===== config.mk =====
export PLATFORM = sky130hd
export DESIGN_NAME = systolic_array_sequencer
export DESIGN_NICKNAME = d
export VERILOG_FILES = /design/src/rtl/systolic_array_sequencer.sv
export SDC_FILE = /design/constraint.sdc
export NUM_CORES = 1
export LEC_CHECK = 0
export ABC_AREA = 0
export BUFFER_PORTS_ARGS = -buffer_cell sky130_fd_sc_hd__buf_2
export CORE_AREA = 5 5 113 115
export DETAILED_ROUTE_END_ITERATION = 16
export DIE_AREA = 0 0 118 120
export PLACE_DENSITY = 0.69
export SETUP_SLACK_MARGIN = 0.1
export SLEW_MARGIN = 10
export SYNTH_ARGS = -nofsm -noshare
export SYNTH_HDL_FRONTEND = slang
export SYNTH_SLANG_ARGS = --single-unit

===== constraint.sdc =====
create_clock -name clk -period 2.6 [get_ports clk]
set_input_delay 0.52 -clock clk [delete_from_list [all_inputs] [get_ports clk]]
set_output_delay 0.52 -clock clk [all_outputs]
set_load 0.02 [all_outputs]

===== src/rtl/systolic_array_sequencer.sv =====
// Phase sequencer for one GEMM tile: IDLE -> WARMUP -> STEADY -> DRAIN -> IDLE.
// Optional tile cycle counter output enabled with `define SEQ_PERF_COUNTER_EN.
module systolic_array_sequencer #(
  parameter int NUM_ROW              = 8,
  parameter int NUM_COL              = 8,
  parameter int LOG2_SRAM_BANK_DEPTH = 10,
  parameter int DRAIN_EXTRA          = 2
) (
  input  logic                            clk,
  input  logic                            rst_n,
  input  logic                            i_start,
  input  logic                            i_abort,
  input  logic [LOG2_SRAM_BANK_DEPTH-1:0] i_top_sram_rd_start_addr,
  input  logic [LOG2_SRAM_BANK_DEPTH-1:0] i_top_sram_rd_end_addr,
  input  logic [LOG2_SRAM_BANK_DEPTH-1:0] i_left_sram_rd_start_addr,
  input  logic [LOG2_SRAM_BANK_DEPTH-1:0] i_left_sram_rd_end_addr,
  input  logic [NUM_COL-1:0]              i_sa_datapath_valid_down,
  output logic [3:0]                      o_ctrl_state,
  output logic [LOG2_SRAM_BANK_DEPTH-1:0] o_top_sram_rd_start_addr,
  output logic [LOG2_SRAM_BANK_DEPTH-1:0] o_top_sram_rd_end_addr,
  output logic [LOG2_SRAM_BANK_DEPTH-1:0] o_left_sram_rd_start_addr,
  output logic [LOG2_SRAM_BANK_DEPTH-1:0] o_left_sram_rd_end_addr,
  output logic                            o_busy,
  output logic                            o_done
`ifdef SEQ_PERF_COUNTER_EN
  ,
  output logic [31:0]                     o_tile_cycles
`endif
);

  localparam int AW        = LOG2_SRAM_BANK_DEPTH;
  localparam int CW        = AW + 1;
  localparam int DRAIN_LEN = NUM_ROW + NUM_COL + DRAIN_EXTRA;
  localparam logic [CW-1:0] DRAIN_LAST = CW'(DRAIN_LEN - 1);

  generate
    if (DRAIN_LEN >= (1 << AW)) begin : g_drain_len_check
      $error("drain length must be below the SRAM bank depth");
    end
  endgenerate

  typedef enum logic [3:0] {
    ST_IDLE   = 4'd0,
    ST_WARMUP = 4'd1,
    ST_STEADY = 4'd2,
    ST_DRAIN  = 4'd3
  } state_t;

  // Wrap-around windows (end <= start) count as empty.
  function automatic logic [AW-1:0] win_len(input logic [AW-1:0] s, input logic [AW-1:0] e);
    return (e > s) ? (e - s) : '0;
  endfunction

  state_t        state, state_nxt;
  logic [CW-1:0] cnt, cnt_nxt;
  logic [AW-1:0] top_len, left_len;
  logic [AW-1:0] top_len_in, left_len_in;
  logic [CW-1:0] top_last, left_last;
  logic          done_nxt;
  logic          accept;

  assign top_len_in  = win_len(i_top_sram_rd_start_addr, i_top_sram_rd_end_addr);
  assign left_len_in = win_len(i_left_sram_rd_start_addr, i_left_sram_rd_end_addr);
  assign top_last    = {1'b0, top_len} - CW'(1);
  assign left_last   = {1'b0, left_len} - CW'(1);

  always_comb begin
    state_nxt = state;
    cnt_nxt   = cnt;
    done_nxt  = 1'b0;
    accept    = 1'b0;
    case (state)
      ST_IDLE: begin
        if (i_start && !i_abort) begin
          accept  = 1'b1;
          cnt_nxt = '0;
          if (top_len_in != '0)       state_nxt = ST_WARMUP;
          else if (left_len_in != '0) state_nxt = ST_STEADY;
          else                        state_nxt = ST_DRAIN;
        end
      end
      ST_WARMUP: begin
        if (cnt == top_last) begin
          cnt_nxt   = '0;
          state_nxt = (left_len != '0) ? ST_STEADY : ST_DRAIN;
        end else begin
          cnt_nxt = cnt + CW'(1);
        end
      end
      ST_STEADY: begin
        if (cnt == left_last) begin
          cnt_nxt   = '0;
          state_nxt = ST_DRAIN;
        end else begin
          cnt_nxt = cnt + CW'(1);
        end
      end
      ST_DRAIN: begin
        // Counter parks at the minimum length while the array is still emitting.
        if (cnt >= DRAIN_LAST && i_sa_datapath_valid_down == '0) begin
          cnt_nxt   = '0;
          state_nxt = ST_IDLE;
          done_nxt  = 1'b1;
        end else if (cnt < DRAIN_LAST) begin
          cnt_nxt = cnt + CW'(1);
        end
      end
      default: begin
        cnt_nxt   = '0;
        state_nxt = ST_IDLE;
      end
    endcase
    if (i_abort && state != ST_IDLE) begin
      state_nxt = ST_IDLE;
      cnt_nxt   = '0;
      done_nxt  = 1'b0;
    end
  end

  always_ff @(posedge clk or negedge rst_n) begin
    if (!rst_n) begin
      state                     <= ST_IDLE;
      cnt                       <= '0;
      o_busy                    <= 1'b0;
      o_done                    <= 1'b0;
      top_len                   <= '0;
      left_len                  <= '0;
      o_top_sram_rd_start_addr  <= '0;
      o_top_sram_rd_end_addr    <= '0;
      o_left_sram_rd_start_addr <= '0;
      o_left_sram_rd_end_addr   <= '0;
    end else begin
      state  <= state_nxt;
      cnt    <= cnt_nxt;
      o_busy <= (state_nxt != ST_IDLE);
      o_done <= done_nxt;
      if (accept) begin
        top_len                   <= top_len_in;
        left_len                  <= left_len_in;
        o_top_sram_rd_start_addr  <= i_top_sram_rd_start_addr;
        o_top_sram_rd_end_addr    <= i_top_sram_rd_end_addr;
        o_left_sram_rd_start_addr <= i_left_sram_rd_start_addr;
        o_left_sram_rd_end_addr   <= i_left_sram_rd_end_addr;
      end
    end
  end

  assign o_ctrl_state = state;

`ifdef SEQ_PERF_COUNTER_EN
  always_ff @(posedge clk or negedge rst_n) begin
    if (!rst_n) begin
      o_tile_cycles <= '0;
    end else if (accept) begin
      o_tile_cycles <= '0;
    end else if (o_busy && o_tile_cycles != '1) begin
      o_tile_cycles <= o_tile_cycles + 32'd1;
    end
  end
`endif

endmodule

==> impl_metrics.py <==
metrics = {
    "worst_setup_path": {
        "crit_arrival_ns": 2.98,
        "cp-startpoint": "left_len[0]$_DFFE_PN0P_",
        "critPathBufInv": 3,
        "max_stage_delay_ns": 0.51,
        "path_max_fanout": 12,
        "timing.rr.end": "cnt[2]$_DFFE_PN0P_",
        "critPathKind": "flop to flop",
        "crit_path_end": "cnt[2]$_DFFE_PN0P_",
        "r2r_slack_ns": -0.12,
        "cp-end-kind": "flop",
        "cp_slowest_cell": "or4b_4",
        "start_kind": "flop",
        "cp_num_cells": 12,
        "cp_top_family": "simple AND/OR/NAND/NOR gates",
        "reg2reg_from": "left_len[0]$_DFFE_PN0P_",
        "reg2reg_depth": 12,
        "cp_cell_sequence": "inv_1 -> ha_2 -> or4b_4 -> buf_6 -> xnor2_2 -> a32o_2 -> nor2_2 -> o311ai_4 -> o31ai_4 -> buf_12 -> or2b_1 -> a31oi_1",
        "required_ns": 2.86,
    },
    "global_routing": {
        "grt.total_usage_pct": 20.37,
        "grt_overflow": 0,
        "grt_antenna_before_repair": 0,
        "first_global_vias": 4955,
        "grt_max_degree": 70,
        "grt_pass1_wl_microns": 23860,
    },
    "cts": {
        "htreeDepth": 3,
        "ctsHoldBuffers": 0,
        "cts_tree": "yes",
        "clkLatencyLatePin_ns": 0.35,
        "clkTransAtPathRegs_ns": 0.07,
        "cts_buffers": 9,
        "cts.sinks": 77,
        "cts_max_path_buffers": 2,
        "clockRootBuffer": "clkbuf_16",
    },
    "sta": {
        "layout_setup_ws_ns": -0.1228,
        "finalCritPeriodShare_pct": 104.7,
        "drv_slew": 0,
        "tns_ns": -0.9151,
        "worst_pin_slew_ns": 0.9026,
        "finalSetupViolations": 12,
        "finClkSkew_ns": 0.009621,
        "slew_headroom_pct": 39.83,
        "hold_violations": 0,
        "holdWs_ns": 0.2579,
        "finalCriticalPeriod_ns": 2.723,
        "fmax_ghz": 0.3673,
        "rsz0062_at_grt": "yes",
    },
    "logic_synthesis": {
        "avgSynthCellArea_sq_um": 8.447,
        "syn-cell-area_sq_um": 5119,
        "yosys.area.top_type": "dfrtp_1",
        "postSynthCellCount": 606,
        "synth_seq_area_share_pct": 37.64,
        "synth-seq-cells": 77,
        "synth_top_area_share_pct": 37.64,
        "synth_area_leaders": "dfrtp_1 (38%), nand2_1 (9.0%), ha_1 (6.1%)",
        "synth_edf_count": 0,
        "synth_cell_type_count": 68,
        "yosys_warnings": 0,
        "synth_ff_type": "dfrtp_1",
        "async_flop_share_pct": 100.0,
    },
    "finish": {
        "drive_gt1_share_pct": 32.73,
        "final_common_cell": "nand2_1",
        "finalNetCount": 850,
        "mostFrequentLayoutCells": "nand2_1 (123), buf_2 (95), buf_4 (82), dfrtp_1 (77), o21ai_0 (39)",
        "instances_no_fill": 923,
        "syn2layout_area_growth_pct": 35.49,
        "diodes": 0,
    },
    "route": {
        "wl_per_cell_microns": 15.61,
        "first_iter_violations": 266,
        "wl_microns": 14410,
        "vias_per_cell": 5.403,
        "drc": 0,
        "via_count": 4987,
        "antenna_left": 0,
        "drt_first_pass_iters": 4,
    },
    "flow_run": {
        "drv_cap": 0,
    },
    "pwr": {
        "p_total_mw": 4.665,
        "p_leak_nw": 3.371,
        "power.density_nw_per_um2": 672.6,
        "irDropWorstVdd_mv": 0.4213,
    },
    "run_status": {
        "status": "finished with violations",
        "violations": "negative setup slack",
    },
    "placement": {
        "io_buffers": 97,
        "hpwl_microns": 10790,
        "gp_congestion": 0.8846,
        "dp_cells": 895,
    },
    "floorplan": {
        "die_x_microns": 118,
        "start_util_pct": 43.71,
        "design.core.area_sq_um": 11710,
        "fp.dieH_microns": 120,
        "rows": 40,
        "ios": 98,
        "die_area_sq_um": 14160,
    },
    "min_path": {
        "min_path_type": "input port to async pin",
    },
}
-- synthesized netlist by cell type (4+ instances only) --
master,n
nand2_1,123
dfrtp_1,77
o21ai_0,44
inv_1,36
a21oi_1,27
ha_1,25
nor2_1,25
clkbuf_1,24
xnor2_1,24
a31oi_1,17
o31ai_1,15
nand2b_1,11
nor4_1,10
xor2_1,10
and3_1,8
a21o_1,7
nand3_1,7
nor3_1,7
nor2b_1,6
o211ai_1,6
or3_1,6
o21a_1,5
a311oi_1,4
nand4_1,4
o22ai_1,4
-- logic make-up (layout without fill, tap and decap cells) --
logic type	after synthesis	after routing	share of synthesized area [%]
simple gates	243	243	23.93
fa+ha+maj	27	27	6.893
mux	1	1	0.1956
buf+inv	70	239	5.646
flops	77	77	37.64
xor+xnor	34	34	5.818
other cells	1	2	0.07326
compound gates	153	153	19.80
-- registers in the layout (all words and copies together), names as in the netlist --
name	cells
cnt	11
left_len	10
o_busy	1
o_ctrl_state	4
o_done	1
o_left_sram_rd_end_addr	10
o_left_sram_rd_start_addr	10
o_top_sram_rd_end_addr	10
o_top_sram_rd_start_addr	10
top_len	10
-- cell type report --
class	instances	area [sq um]
Clock inverter	5	82.58
Clock buffer	11	242.7
Inverter	37	153.9
Fill cell	1056	4776
Multi-Input combinational cell	460	3123
Tap cell	147	183.9
Timing Repair Buffer	186	1222
Sequential cell	77	1927
-- metal layers --
metal / global-route usage [%] / wire, microns / share of wire [%]
met5: 0 / 0 / 0
met4: 6.667 / 301 / 2.1
met3: 4.901 / 841 / 5.8
met1: 26.74 / 6429 / 45
met2: 33.17 / 6840 / 47
-- worst min path at each step --
stage | from | to | slack, ns | depth (start not counted)
floorplan | rst_n | cnt[0]$_DFFE_PN0P_ | 0.22 | 0
global placement | o_left_sram_rd_end_addr[8]$_DFFE_PN0P_ | o_left_sram_rd_end_addr[8]$_DFFE_PN0P_ | 0.45 | 2
detailed placement | o_top_sram_rd_end_addr[6]$_DFFE_PN0P_ | o_top_sram_rd_end_addr[6]$_DFFE_PN0P_ | 0.46 | 2
CTS | rst_n | cnt[1]$_DFFE_PN0P_ | 0.34 | 1
global route | rst_n | o_ctrl_state[2]$_DFF_PN0_ | 0.39 | 1
finish | rst_n | cnt[5]$_DFFE_PN0P_ | 0.26 | 1
-- per-stage QoR --
stage / util, % / cell area [sq um] / setup slack [ns]
6_report: 59.22 / 6935 / -0.1228
5_1_grt: 59.22 / 6935 / -0.2131
4_1_cts: 58.65 / 6869 / -0.1175
3_5_place_dp: 54.35 / 6365 / -0.4440
3_3_place_gp: 54.35 / 6365 / -0.3165
2_1_floorplan: - / 5245 / -0.003429
-- power breakdown --
group	internal (mW)	leakage, nW	switching, mW
Clock	0.871	0.160	0.521
Sequential	1.38	1.00	0.129
Combinational	0.814	2.21	0.952
Total	3.06	3.37	1.60
-- repair_timing --
action / 4_1_cts / 5_1_grt
setup endpoints to repair: 14 / 14
resized for setup: 21 / 12
pin swaps: 15 / 6
gates cloned: 0 / 0
setup buffers: 10 / 2
No activity file was read; power rests on OpenSTA's default activity.
